**src/rtl/median_window_11.sv**
```systemverilog
// median_window_11: sliding 11-sample window former feeding the median/sort network.
// Optional build macro MEDIAN_WINDOW_REPLICATE_EN: replicate the first sample of each frame across the window.
module median_window_11 #(
  parameter int DATA_WIDTH = 32,
  parameter int STRIDE     = 1
) (
  input  logic                  clk,
  input  logic                  rst,
  input  logic                  in_valid,
  output logic                  in_ready,
  input  logic [DATA_WIDTH-1:0] in_data,
  input  logic                  in_last,
  output logic                  out_valid,
  input  logic                  out_ready,
  output logic [DATA_WIDTH-1:0] data_0,
  output logic [DATA_WIDTH-1:0] data_1,
  output logic [DATA_WIDTH-1:0] data_2,
  output logic [DATA_WIDTH-1:0] data_3,
  output logic [DATA_WIDTH-1:0] data_4,
  output logic [DATA_WIDTH-1:0] data_5,
  output logic [DATA_WIDTH-1:0] data_6,
  output logic [DATA_WIDTH-1:0] data_7,
  output logic [DATA_WIDTH-1:0] data_8,
  output logic [DATA_WIDTH-1:0] data_9,
  output logic [DATA_WIDTH-1:0] data_10,
  output logic [3:0]            fill_count
);

  localparam int         Depth      = 11;
  localparam logic [3:0] FullCount  = 4'd11;
  localparam logic [3:0] StrideLast = 4'(STRIDE - 1);

  logic [DATA_WIDTH-1:0] r_win [Depth];
  logic                  r_out_valid;
  logic [3:0]            r_fill;
  logic [3:0]            r_stride;

  logic                  w_accept;
  logic                  w_load_all;
  logic                  w_emit;
  logic [3:0]            w_fill_next;
  logic [3:0]            w_stride_next;

  // No skid buffer: a held window blocks new samples so the outputs stay stable.
  assign in_ready = !rst && !(r_out_valid && !out_ready);
  assign w_accept = in_valid && in_ready;

`ifdef MEDIAN_WINDOW_REPLICATE_EN
  assign w_load_all = w_accept && (r_fill == 4'd0);
`else
  assign w_load_all = 1'b0;
`endif

  always_comb begin
    w_emit        = 1'b0;
    w_fill_next   = r_fill;
    w_stride_next = r_stride;
    if (w_accept) begin
      if (w_load_all) begin
        w_emit        = 1'b1;
        w_fill_next   = FullCount;
        w_stride_next = 4'd0;
      end else if (r_fill == FullCount - 4'd1) begin
        w_emit        = 1'b1;
        w_fill_next   = FullCount;
        w_stride_next = 4'd0;
      end else if (r_fill == FullCount) begin
        if (r_stride == StrideLast) begin
          w_emit        = 1'b1;
          w_stride_next = 4'd0;
        end else begin
          w_stride_next = r_stride + 4'd1;
        end
      end else begin
        w_fill_next = r_fill + 4'd1;
      end
      // Frame end restarts the count; data registers keep their stale contents.
      if (in_last) begin
        w_fill_next   = 4'd0;
        w_stride_next = 4'd0;
      end
    end
  end

  always_ff @(posedge clk or posedge rst) begin
    if (rst) begin
      for (int k = 0; k < Depth; k++) begin
        r_win[k] <= '0;
      end
      r_out_valid <= 1'b0;
      r_fill      <= 4'd0;
      r_stride    <= 4'd0;
    end else begin
      if (w_accept) begin
        if (w_load_all) begin
          for (int k = 0; k < Depth; k++) begin
            r_win[k] <= in_data;
          end
        end else begin
          for (int k = 0; k < Depth - 1; k++) begin
            r_win[k] <= r_win[k+1];
          end
          r_win[Depth-1] <= in_data;
        end
      end
      r_fill   <= w_fill_next;
      r_stride <= w_stride_next;
      if (w_emit) begin
        r_out_valid <= 1'b1;
      end else if (out_ready) begin
        r_out_valid <= 1'b0;
      end
    end
  end

  assign out_valid  = r_out_valid;
  assign fill_count = r_fill;
  assign data_0     = r_win[0];
  assign data_1     = r_win[1];
  assign data_2     = r_win[2];
  assign data_3     = r_win[3];
  assign data_4     = r_win[4];
  assign data_5     = r_win[5];
  assign data_6     = r_win[6];
  assign data_7     = r_win[7];
  assign data_8     = r_win[8];
  assign data_9     = r_win[9];
  assign data_10    = r_win[10];

endmodule
```
**config.mk**
```make
export PLATFORM = sky130hd
export DESIGN_NAME = median_window_11
export DESIGN_NICKNAME = d
export VERILOG_FILES = /design/src/rtl/median_window_11.sv
export SDC_FILE = /design/constraint.sdc
export NUM_CORES = 1
export LEC_CHECK = 0
export CAP_MARGIN = 0
export CORE_ASPECT_RATIO = 1.2
export CORE_MARGIN = 5
export CORE_UTILIZATION = 30
export CTS_BUF_LIST = sky130_fd_sc_hd__clkbuf_16
export CTS_CLUSTER_DIAMETER = 80
export DETAILED_ROUTE_END_ITERATION = 10
export GPL_TIMING_DRIVEN = 0
export SLEW_MARGIN = 20
export SYNTH_ARGS = -nofsm -noshare
export SYNTH_HDL_FRONTEND = slang
export SYNTH_SLANG_ARGS = --single-unit
```
**constraint.sdc**
```tcl
create_clock -name clk -period 15.9 [get_ports clk]
set_clock_uncertainty 0.05 [all_clocks]
set_input_delay 3.975 -clock clk [delete_from_list [all_inputs] [get_ports clk]]
set_output_delay 3.975 -clock clk [all_outputs]
set_load 0.02 [all_outputs]
```
==> impl_summary.txt <==
----------------------------------------------------
[Status]
  Result of the run ... finished clean

[Timing]
  Final number of setup-violating endpoints ... 0
  Final hold vios ... 0
  Peak clock frequency supported by timing ... 0.1065 GHz
  RSZ-0062 raised after global routing ... no
  Fin crit share ... 59.05%
  Setup WS post-layout ... 6.511 ns
  Transition time at the pin with the least slew margin ... 0.7079 ns
  Max-slew headroom ... 52.81%
  Post-layout min period ... 9.389 ns
  Number of pins with negative max-slew slack in the final report ... 0
  Final setup TNS ... 0 ns
  Final Hold Slack ... 0.4216 ns

[Global route]
  Residual overflow from global routing ... 0
  Number of antenna violations at the first check in global routing ... 1
  Maximum number of pins on one net before global-route repair ... 95
  Wire length of the first global-routing pass ... 67.14 mm
  Vias in the first global route ... 11.29k
  Total routing resource utilization after global routing ... 17.14%

[Power]
  Final Total Pwr ... 3.273 mW
  Worst VDD drop ... 77.03 uV
  PwrDens ... 165.5 mW/mm^2
  Static leakage ... 10.24 nW

[CTS]
  Maximum level of the CTS H-tree ... 2
  Worst skew pair latency ... 0.53 ns
  CTS sink cnt ... 361
  Setup bufs post-CTS ... 0
  Hold bufs inserted after CTS ... 0
  Clock buffers created by TritonCTS ... 38
  Clock transition at the registers of the reported paths ... 0.06 ns
  Clock tree from TritonCTS ... built
  Master cell of the clock root buffer ... sky130_fd_sc_hd__clkbuf_16
  Cells resized by post-CTS repair ... 0
  Maximum count of clock buffers along a single path ... 3

[Final layout]
  Summed area of non-filler cells in the final layout ... 0.01978 sq mm
  Final cell utilization of the core ... 43.34%
  Final net count ... 2034
  Layout-stage area growth over the synthesis result ... 43.86%
  Count of non-filler cells in the finished layout ... 2639
  Filler cell count in the final layout ... 4586
  Fraction of final layout cells with drive strength greater than 1 ... 6.083%

[Floorplan]
  Floorplan die height ... 244.5 um
  Number of I/O pins ... 395
  Area of the die ... 0.05022 sq mm
  Die width ... 205.4 um
  Starting Density ... 30.13%
  Placement row count ... 86
  Placeable core region ... 0.04562 sq mm

[Logic synthesis]
  Library cells used by synthesis ... 27
  Async S/R FF share, synth ... 100.0%
  Number of register bits inferred by synthesis ... 361
  Post-synthesis instance total ... 1555
  Post-synthesis average cell area ... 8.840 sq um
  Dominant synthesized flop cell ... sky130_fd_sc_hd__dfrtp_1
  Part of the Yosys area used for sequential elements ... 65.72%
  Post-Syn Nets ... 1596
  Ys Warns ... 0
  Cell area after synthesis ... 0.01375 sq mm
  Number of enable flip-flop cells after synthesis ... 0

[Worst setup path]
  Type of element launching the critical path ... input port
  Worst-path fanout max ... 3
  Data arrival time at the worst-slack endpoint ... 5.36 ns
  Data required time at the worst endpoint ... 11.88 ns
  Origin of the critical flop-to-flop path ... out_valid$_DFFE_PP0P_
  Crit-path most repeated cell ... sky130_fd_sc_hd__clkdlybuf4s50_1
  Category of the worst setup path capture point ... output pin
  Worst path max stage delay ... 0.67 ns
  Path type of the worst setup path ... input port to output pin
  Critical Path Slowest Stage Cell ... sky130_fd_sc_hd__clkdlybuf4s50_1
  Critical path startpoint ... rst
  Cells along the critical path ... clkdlybuf4s50_1 > nor2_1 > clkdlybuf4s50_1

[Detailed routing]
  Detailed Routing Iterations Pass 1 ... 5
  Number of vias after detailed routing ... 11.19k
  DRC Markers ... 0
  Number of nets with antenna violations after routing ... 0
  Final wirelength ... 44.20 mm
  Via count normalized by instance count ... 4.240
  1st-iter DRT viols ... 456
  Post-detailed-route wirelength per cell ... 16.75 um

[Worst hold path]
  Startpoint of the tightest hold check path ... data_0[20]$_DFFE_PP0P_
  Hold/Removal Path Class ... flop to flop

[Placement]
  Routability Congestion ... 0.8111
  Number of placed cells counting well taps ... 2569
  HPWL after DPL ... 33.46 mm
  Placed inst area ... 0.01858 sq mm
  Quantity of I/O buffers inserted on ports ... 394
  Post-placement setup slack ... 6.524 ns

[Job]
  Number of max-cap violations ... 0

----------------------------------------------------
## final cells by class
class / count / area, sq um / area share, %
Inverter: 7 / 33.78 / 0.1708
Clock buffer: 41 / 1026 / 5.188
Antenna cell: 1 / 2.502 / 0.01265
Timing Repair Buffer: 398 / 4054 / 20.50
Multi-Input combinational cell: 1108 / 4307 / 21.78
Tap cell: 616 / 770.7 / 3.898
Clock inverter: 28 / 168.9 / 0.8542
Buffer: 79 / 379.1 / 1.917
Sequential cell: 361 / 9034 / 45.68
## worst paths after layout
path                                           to  slack [ns]  cells after the start
max in group asynchronous  data_10[8]$_DFFE_PP0P_       10.70                      4
max                                      in_ready        6.51                      3
min reg2reg                data_0[20]$_DFFE_PP0P_        0.42                      2
min in group asynchronous  data_5[22]$_DFFE_PP0P_        3.92                      2
min                        data_0[20]$_DFFE_PP0P_        0.42                      2
max reg2reg                data_10[0]$_DFFE_PP0P_       13.88                      6
## layout by cell type (no fill, tap or decap), types with 2 or more instances in the layout
cell	instances
sky130_fd_sc_hd__bufinv_16	2
sky130_fd_sc_hd__clkbuf_16	41
sky130_fd_sc_hd__a21oi_1	4
sky130_fd_sc_hd__nand2b_1	3
sky130_fd_sc_hd__nand3_1	3
sky130_fd_sc_hd__clkinv_2	5
sky130_fd_sc_hd__nor2b_1	4
sky130_fd_sc_hd__dfrtp_1	361
sky130_fd_sc_hd__clkdlybuf4s50_1	394
sky130_fd_sc_hd__o21ai_0	5
sky130_fd_sc_hd__nand4_1	2
sky130_fd_sc_hd__buf_1	2
sky130_fd_sc_hd__nand2_1	1061
sky130_fd_sc_hd__a221oi_1	2
sky130_fd_sc_hd__o22ai_1	2
sky130_fd_sc_hd__clkinv_1	11
sky130_fd_sc_hd__clkbuf_1	11
sky130_fd_sc_hd__buf_16	4
sky130_fd_sc_hd__a31oi_1	2
sky130_fd_sc_hd__nor2_1	5
sky130_fd_sc_hd__inv_1	15
sky130_fd_sc_hd__buf_2	66
sky130_fd_sc_hd__o31ai_1	2
sky130_fd_sc_hd__ha_1	4
## Yosys cell counts, types with 3 or more instances
| library cell | n | area [sq um] |
|---|---|---|
| sky130_fd_sc_hd__nor2b_1 | 4 | 25.02 |
| sky130_fd_sc_hd__dfrtp_1 | 361 | 9034 |
| sky130_fd_sc_hd__nand2_1 | 1061 | 3983 |
| sky130_fd_sc_hd__clkbuf_1 | 11 | 41.29 |
| sky130_fd_sc_hd__o21ai_0 | 5 | 25.02 |
| sky130_fd_sc_hd__inv_1 | 7 | 26.28 |
| sky130_fd_sc_hd__nand3_1 | 3 | 15.01 |
| sky130_fd_sc_hd__buf_2 | 66 | 330.3 |
| sky130_fd_sc_hd__a21oi_1 | 4 | 20.02 |
| sky130_fd_sc_hd__nand2b_1 | 3 | 18.77 |
| sky130_fd_sc_hd__ha_1 | 4 | 50.05 |
| sky130_fd_sc_hd__nor2_1 | 5 | 18.77 |
## kinds of logic after synthesis
logic type / count (synthesis) / synth area share [%]
and+or+nand+nor: 1083 / 29.93
DFF: 361 / 65.72
buffers and inverters: 86 / 2.949
AOI/OAI and AO/OA: 21 / 1.038
adders and majority gates: 4 / 0.3641
## worst max-delay path: cells and delay by family
family | cells | cell delay (ns)
and+or+nand+nor | 1 | 0.16
buffers and inverters | 2 | 1.22
## power by group
| part | internal (mW) | switching [mW] | total (mW) |
|---|---|---|---|
| logic | 0.477 | 0.592 | 1.07 |
| registers | 1.14 | 0.206 | 1.35 |
| clock network | 0.495 | 0.361 | 0.856 |
## registers in the layout (all words and copies together), names as in the netlist
register / flops
out_valid: 1
data_6: 32
data_10: 32
fill_count: 4
data_0: 32
data_3: 32
data_2: 32
data_7: 32
data_9: 32
data_5: 32
data_4: 32
data_8: 32
r_stride: 4
data_1: 32
## layer usage
layer  track usage, %  routed length (um)  share of wire, %
met5                0                   0                 0
met4            6.228                1652               3.7
met3            4.231                2844               6.4
met2            30.66               22290                50
met1            19.84               17410                39
No activity file was read; power rests on OpenSTA's default activity.
